[src/rtl/brisc_pkg.sv]
// Shared core constants and the fetch-stage state and queue-entry types.
package brisc_pkg;

    localparam int ILEN         = 32;
    localparam int ADDRESS_BITS = 32;
    localparam logic [ADDRESS_BITS-1:0] PC_BOOT = 32'h0000_1000;

    typedef enum logic [1:0] {
        FS_IDLE,
        FS_REQ,
        FS_WAIT,
        FS_DRAIN
    } fetch_state_e;

    typedef struct packed {
        logic [ADDRESS_BITS-1:0] pc;
        logic [ILEN-1:0]         instr;
    } fq_entry_t;

endpackage

[src/rtl/fetch_fifo.sv]
// Circular fetch queue with flush: push/pop may coincide (even when full), flush clears pointers.
module fetch_fifo
    import brisc_pkg::*;
#(
    parameter int  DEPTH   = 4,
    parameter type entry_t = fq_entry_t,
    localparam int PTR_W   = $clog2(DEPTH),
    localparam int CNT_W   = $clog2(DEPTH + 1)
) (
    input  logic             clk,
    input  logic             rst_n,
    input  logic             flush_i,
    input  logic             push_i,
    input  entry_t           push_data_i,
    input  logic             pop_i,
    output entry_t           head_o,
    output logic [CNT_W-1:0] count_o
);

    localparam logic [PTR_W-1:0] PTR_ONE = PTR_W'(1);
    localparam logic [CNT_W-1:0] CNT_ONE = CNT_W'(1);

    entry_t           mem_q [DEPTH];
    logic [PTR_W-1:0] head_q, head_d;
    logic [PTR_W-1:0] tail_q, tail_d;
    logic [CNT_W-1:0] count_q, count_d;
    logic             do_pop;

    assign do_pop  = pop_i && (count_q != '0);
    assign head_o  = mem_q[head_q];
    assign count_o = count_q;

    // Pointers wrap naturally because DEPTH is a power of two.
    always_comb begin
        head_d  = head_q;
        tail_d  = tail_q;
        count_d = count_q;
        if (flush_i) begin
            head_d  = '0;
            tail_d  = '0;
            count_d = '0;
        end else begin
            if (push_i) tail_d = tail_q + PTR_ONE;
            if (do_pop) head_d = head_q + PTR_ONE;
            if (push_i && !do_pop)      count_d = count_q + CNT_ONE;
            else if (!push_i && do_pop) count_d = count_q - CNT_ONE;
        end
    end

    always_ff @(posedge clk or negedge rst_n) begin
        if (!rst_n) begin
            head_q  <= '0;
            tail_q  <= '0;
            count_q <= '0;
            for (int i = 0; i < DEPTH; i++) mem_q[i] <= '0;
        end else begin
            head_q  <= head_d;
            tail_q  <= tail_d;
            count_q <= count_d;
            if (push_i && !flush_i) mem_q[tail_q] <= push_data_i;
        end
    end

endmodule

[src/rtl/ifetch_queue.sv]
// Instruction fetch stage: owns the PC, issues one memory request at a time and queues
// returned instructions for decode; branch redirects flush the queue and kill in-flight fetches.
module ifetch_queue
    import brisc_pkg::*;
#(
    parameter int                ADDR_W   = ADDRESS_BITS,
    parameter int                INSTR_W  = ILEN,
    parameter int                FQ_DEPTH = 4,
    parameter logic [ADDR_W-1:0] BOOT_PC  = PC_BOOT
) (
    input  logic               clk,
    input  logic               reset,
    output logic               mem_req,
    output logic [ADDR_W-1:0]  mem_addr,
    input  logic               mem_ready,
    input  logic               mem_resp,
    input  logic [INSTR_W-1:0] mem_rdata,
    output logic               instr_valid,
    output logic [INSTR_W-1:0] instr,
    output logic [ADDR_W-1:0]  instr_pc,
    input  logic               instr_ready,
    input  logic               b_taken,
    input  logic [ADDR_W-1:0]  b_target,
    output fetch_state_e       dbg_state
);

    localparam int               CNT_W   = $clog2(FQ_DEPTH + 1);
    localparam logic [CNT_W-1:0] DEPTH_C = CNT_W'(FQ_DEPTH);
    localparam logic [CNT_W-1:0] CNT_ONE = CNT_W'(1);

    typedef struct packed {
        logic [ADDR_W-1:0]  pc;
        logic [INSTR_W-1:0] instr;
    } entry_t;

    fetch_state_e      state_q, state_d;
    logic [ADDR_W-1:0] pc_q, pc_d;
    logic [ADDR_W-1:0] addr_q, addr_d;
    logic              kill_q, kill_d;

    logic              push, pop;
    logic [CNT_W-1:0]  count, count_nx;
    entry_t            push_data, head;

    // Handshakes: a memory request transfers when mem_req && mem_ready (mem_req/mem_addr stay
    // stable until then); an instruction transfers to decode when instr_valid && instr_ready
    // and no redirect is active that cycle.
    assign push        = (state_q == FS_WAIT) && mem_resp && !b_taken;
    assign pop         = instr_valid && instr_ready && !b_taken;
    assign instr_valid = (count != '0);
    assign push_data   = '{pc: addr_q, instr: mem_rdata};

    // Occupancy after this cycle's push/pop/flush, used for the credit check on WAIT exit.
    always_comb begin
        count_nx = count;
        if (b_taken)           count_nx = '0;
        else if (push && !pop) count_nx = count + CNT_ONE;
        else if (!push && pop) count_nx = count - CNT_ONE;
    end

    always_comb begin
        state_d = state_q;
        pc_d    = pc_q;
        addr_d  = addr_q;
        kill_d  = kill_q;
        if (b_taken) pc_d = b_target & ~ADDR_W'(3);
        unique case (state_q)
            FS_IDLE: begin
                if (!b_taken && (count < DEPTH_C)) begin
                    state_d = FS_REQ;
                    addr_d  = pc_q;
                end
            end
            FS_REQ: begin
                if (mem_ready) begin
                    // A killed request already has the redirect target in pc_q.
                    if (!b_taken && !kill_q) pc_d = addr_q + ADDR_W'(4);
                    state_d = (kill_q || b_taken) ? FS_DRAIN : FS_WAIT;
                end else if (b_taken) begin
                    kill_d = 1'b1;
                end
            end
            FS_WAIT: begin
                if (mem_resp) begin
                    if (count_nx < DEPTH_C) begin
                        state_d = FS_REQ;
                        addr_d  = pc_d;
                    end else begin
                        state_d = FS_IDLE;
                    end
                end else if (b_taken) begin
                    state_d = FS_DRAIN;
                end
            end
            FS_DRAIN: begin
                if (mem_resp) begin
                    state_d = FS_IDLE;
                    kill_d  = 1'b0;
                end
            end
            default: state_d = FS_IDLE;
        endcase
    end

    always_ff @(posedge clk or negedge reset) begin
        if (!reset) begin
            state_q <= FS_IDLE;
            pc_q    <= BOOT_PC;
            addr_q  <= BOOT_PC;
            kill_q  <= 1'b0;
        end else begin
            state_q <= state_d;
            pc_q    <= pc_d;
            addr_q  <= addr_d;
            kill_q  <= kill_d;
        end
    end

    fetch_fifo #(
        .DEPTH  (FQ_DEPTH),
        .entry_t(entry_t)
    ) u_fifo (
        .clk        (clk),
        .rst_n      (reset),
        .flush_i    (b_taken),
        .push_i     (push),
        .push_data_i(push_data),
        .pop_i      (pop),
        .head_o     (head),
        .count_o    (count)
    );

    assign mem_req   = (state_q == FS_REQ);
    assign mem_addr  = addr_q;
    assign instr     = head.instr;
    assign instr_pc  = head.pc;
    assign dbg_state = state_q;

endmodule

[config.mk]
export PLATFORM = sky130hd
export DESIGN_NAME = ifetch_queue
export DESIGN_NICKNAME = d
export VERILOG_FILES = /design/src/rtl/brisc_pkg.sv /design/src/rtl/fetch_fifo.sv /design/src/rtl/ifetch_queue.sv
export SDC_FILE = /design/constraint.sdc
export NUM_CORES = 1
export LEC_CHECK = 0
export BUFFER_PORTS_ARGS = -buffer_cell sky130_fd_sc_hd__buf_2
export CORE_MARGIN = 3
export CORE_UTILIZATION = 25
export DETAILED_ROUTE_END_ITERATION = 6
export RECOVER_POWER = 25
export SLEW_MARGIN = 30
export SYNTH_ARGS = -nofsm -noshare
export SYNTH_HDL_FRONTEND = slang
export SYNTH_HIERARCHICAL = 1
export SYNTH_SLANG_ARGS = --single-unit
[constraint.sdc]
create_clock -name clk -period 4 [get_ports clk]
set_input_delay 0.8 -clock clk [delete_from_list [all_inputs] [get_ports clk]]
set_output_delay 0.8 -clock clk [all_outputs]
set_load 0.02 [all_outputs]
==> results by group <==
Yosys
  – Largest family of logic cells by synthesized area: multiplexers
  – Post-synthesis instance area: between 0.015 and 0.02 mm²
  – Synthesized area per cell: about 16 µm²
  – Xor/xnor share of the synthesized area: 1.68%
  – Adder-cell share of the synthesized area: 0.494%
  – Compound-Gate Fraction of Synth Area: approximately 4.7%
  – Primary FF master, synth: dfrtp_1
  – Part of the Yosys area used for sequential elements: approximately half
  – Async set-reset flop share out of synthesis: 100%
  – Simple-gate share of the synthesized area: 5.53%
  – Multiplexer area fraction after synthesis: between 30% and 40%
  – EDFF count, synth: 0
  – Yosys reg bits: between 300 and 400
  – Syn Nets: ~1,100
  – Yosys cell types: 55
  – Total number of yosys warnings: 6
  – Gate Count Post-Synth: 1,069

Global route
  – Global-route wire length before repair: 66,400 µm
  – Vias in the first global route: ~10,000
  – Initial antenna violation count: 10
  – Gr usage total: 12.1%
  – Largest net degree at the start of global routing: 87
  – Global route total overflow: 0

Pwr
  – Sw power: between 3 and 4 mW
  – Clock network power share: 34.8%
  – Combinational cell fraction of total power: a little under a quarter
  – Internal: slightly above 7 mW
  – Worst vdd ir: 0.320 mV
  – Pwr dens: 548 mW/mm²
  – Switching Share: between 30% and 40%
  – Final Power: about 11 mW
  – Flop pwr share: between 40% and 50%
  – LEAKAGE: roughly 9.7 nW

Die
  – Die Height: between 200 and 300 µm
  – Row cnt: 94
  – Die width: 264 µm
  – Core area: between 0.06 and 0.07 mm²
  – Die area: ~0.070 mm²
  – Starting Density: about a quarter
  – I/O pins: 170

Timing
  – RSZ-0062 raised after global routing: false
  – Final setup fails: 0
  – Post-Route Setup TNS: 0 ns
  – Setup Skew: just under 0.03 ns
  – Fmax: 307 MHz
  – Hold Slack: roughly 0.5 ns
  – Slew Limit Headroom: -65.2%
  – Slew Limit Fails: 85
  – Fin crit share: between 80% and 90%
  – Worst-Margin Slew: 2.48 ns
  – Tmin final: roughly 3.3 ns
  – Hold Vio Cnt, Final: 0

Clock tree
  – TritonCTS clock tree: yes
  – Clk Tree Root Cell: clkbuf_16
  – Num CTS Buffers: 40
  – CTS clk-pin slew, worst paths: around 0.05 ns
  – H-tree Lvls: 2
  – Hold_buf cts: 0
  – Buffer count from post-CTS setup fixing: 0
  – Post_cts resized: 0
  – Clock Latency Late Sink: between 0.5 and 0.6 ns
  – Clock sink count: 330
  – Clock Tree Buf Depth: 3

Cells and area
  – Final core occ: between 20 and 30%
  – Reg area: 0.00827 mm²
  – Post-route cell area: between 0.015 and 0.02 mm²
  – Share of post-route cells with drive strength above 1: 48.6%
  – Post-layout nets: approximately 1,300
  – Area growth from synthesis to layout: 16.3%
  – Most common cell after layout, fill and taps aside: dfrtp_1
  – Filler Cell Count: 6,570
  – Most frequent cells in the layout: dfrtp_1, mux2_4, buf_2, mux4_2, nand2_1
  – Multi-input gate area: approximately 0.0077 mm²

Worst setup path
  – Slowest Stage Delay on Critical Path: roughly 0.8 ns
  – Worst EP arrival: roughly 2.5 ns
  – Critical Path Start Type: flop
  – Worst Path Required: around 3.2 ns
  – Crit end category: output pin
  – Critical path cell sequence: buf_4 -> mux4_2 -> buf_2
  – CP Max Fanout: 22
  – CP Class: flop to output pin
  – Slowest-stage cell, CP: dfrtp_4

Place
  – Placed inst area: between 0.015 and 0.02 mm²
  – I/O Buffers: between 150 and 200
  – Post-DP HPWL: 26,200 µm
  – RePlAce Congestion: ~0.75

Drt
  – Drt wl/cell: ~20 µm
  – Drt first pass iters: 4
  – Routed via count: ~9,600
  – Vias/cell: approximately 4.5
  – Iteration-0 DRC Markers: ~470
  – Total wire length: ~42,000 µm
  – DRT antenna net count: 0
  – DR DRC count: 0

Worst hold path
  – Min-Delay Path Class: flop to flop

Flow run
  – Max-Cap Viols: 1

Status
  – Failing checks: max-capacitance violations, max-slew violations
  – Status: finished with violations
[registers in the layout (all words and copies together) (netlist names)]
name,count
u_fifo/head_q,2
u_fifo/count_o,3
u_fifo/tail_q,2
u_fifo/mem_q,256
kill_q,1
mem_addr,32
pc_q,32
dbg_state,2
[cell type report]
type                    count  share of cell area (%)
flip-flops and latches    330                    42.6
clock buffers              59                    6.15
clock inverters            11                   0.760
repair buffers            185                    5.24
multi-input cells         666                    39.5
well taps                 864                    5.57
inverters                   7                   0.135
diodes                      2                  0.0258
[critical path, delay by kind of cell, from the launching register on]
family                 cells  cell delay, ns
muxes                      1            0.55
DFF                        1            0.78
buffers and inverters      2            0.57
[final timing paths]
kind	from	end	slack, ns	depth (start not counted)
min	u_fifo/mem_q[127]	u_fifo/mem_q[127]	0.50	1
min reg2reg	u_fifo/mem_q[127]	u_fifo/mem_q[127]	0.50	1
min in group asynchronous	reset	u_fifo/mem_q[160]	0.98	1
max	u_fifo/head_q[0]	instr[23]	0.74	3
max in group asynchronous	reset	u_fifo/head_q[1]	1.22	1
max reg2reg	dbg_state[1]	u_fifo/mem_q[2]	1.26	5
[per-stage QoR]
step                      cells  worst slack [ns]
after global routing       2122             0.558
final                      2124             0.738
after CTS                  2122             0.612
after global placement     2052             0.831
after floorplan            1069             0.873
after detailed placement   2052             0.777
[power groups by stage]
stage | sequential [mW] | combinational (mW) | clock, mW
floorplan | 4.41 | 1.64 | 0
global placement | 4.43 | 2.50 | 0
detailed placement | 4.48 | 2.55 | 0
CTS | 4.43 | 2.56 | 3.86
global route | 4.51 | 2.72 | 3.99
finish | 4.42 | 2.52 | 3.71
[cells in the mapped netlist, types with 5 or more instances]
library cell / count / area share [%]
buf_6: 7 / 0.47
buf_2: 11 / 0.33
a21oi_1: 28 / 0.84
ha_1: 5 / 0.37
mux4_2: 64 / 8.6
nor2b_1: 24 / 0.90
o21ai_2: 28 / 1.5
xnor2_1: 10 / 0.52
xor2_1: 22 / 1.2
dfrtp_1: 328 / 49
inv_1: 7 / 0.16
nand3_1: 16 / 0.48
mux2_4: 240 / 22
nand2b_1: 5 / 0.19
mux2i_1: 38 / 2.3
clkbuf_1: 14 / 0.31
nand4_1: 11 / 0.41
buf_12: 25 / 3.0
nor2_1: 16 / 0.36
nand2_1: 57 / 1.3
a211oi_1: 24 / 1.1
mux2_2: 16 / 1.1
buf_4: 5 / 0.22
o21ai_0: 13 / 0.39
[metal layers]
metal / GRT usage (%) / vias up / wire length [µm]
met2: 19.1 / 227 / 19300
met1: 16.8 / 5073 / 19700
met3: 3.23 / 56 / 2540
met4: 2.76 / 12 / 668
met5: 0 / - / 89
li1: - / 4261 / -
[kinds of logic after synthesis]
family | Yosys count
AOI/OAI and AO/OA | 109
xor gates and xnor gates | 32
adders and majority gates | 6
buffers and inverters | 73
DFF | 330
muxes | 358
and+or+nand+nor | 161
Power figures use the tool's default switching activity.
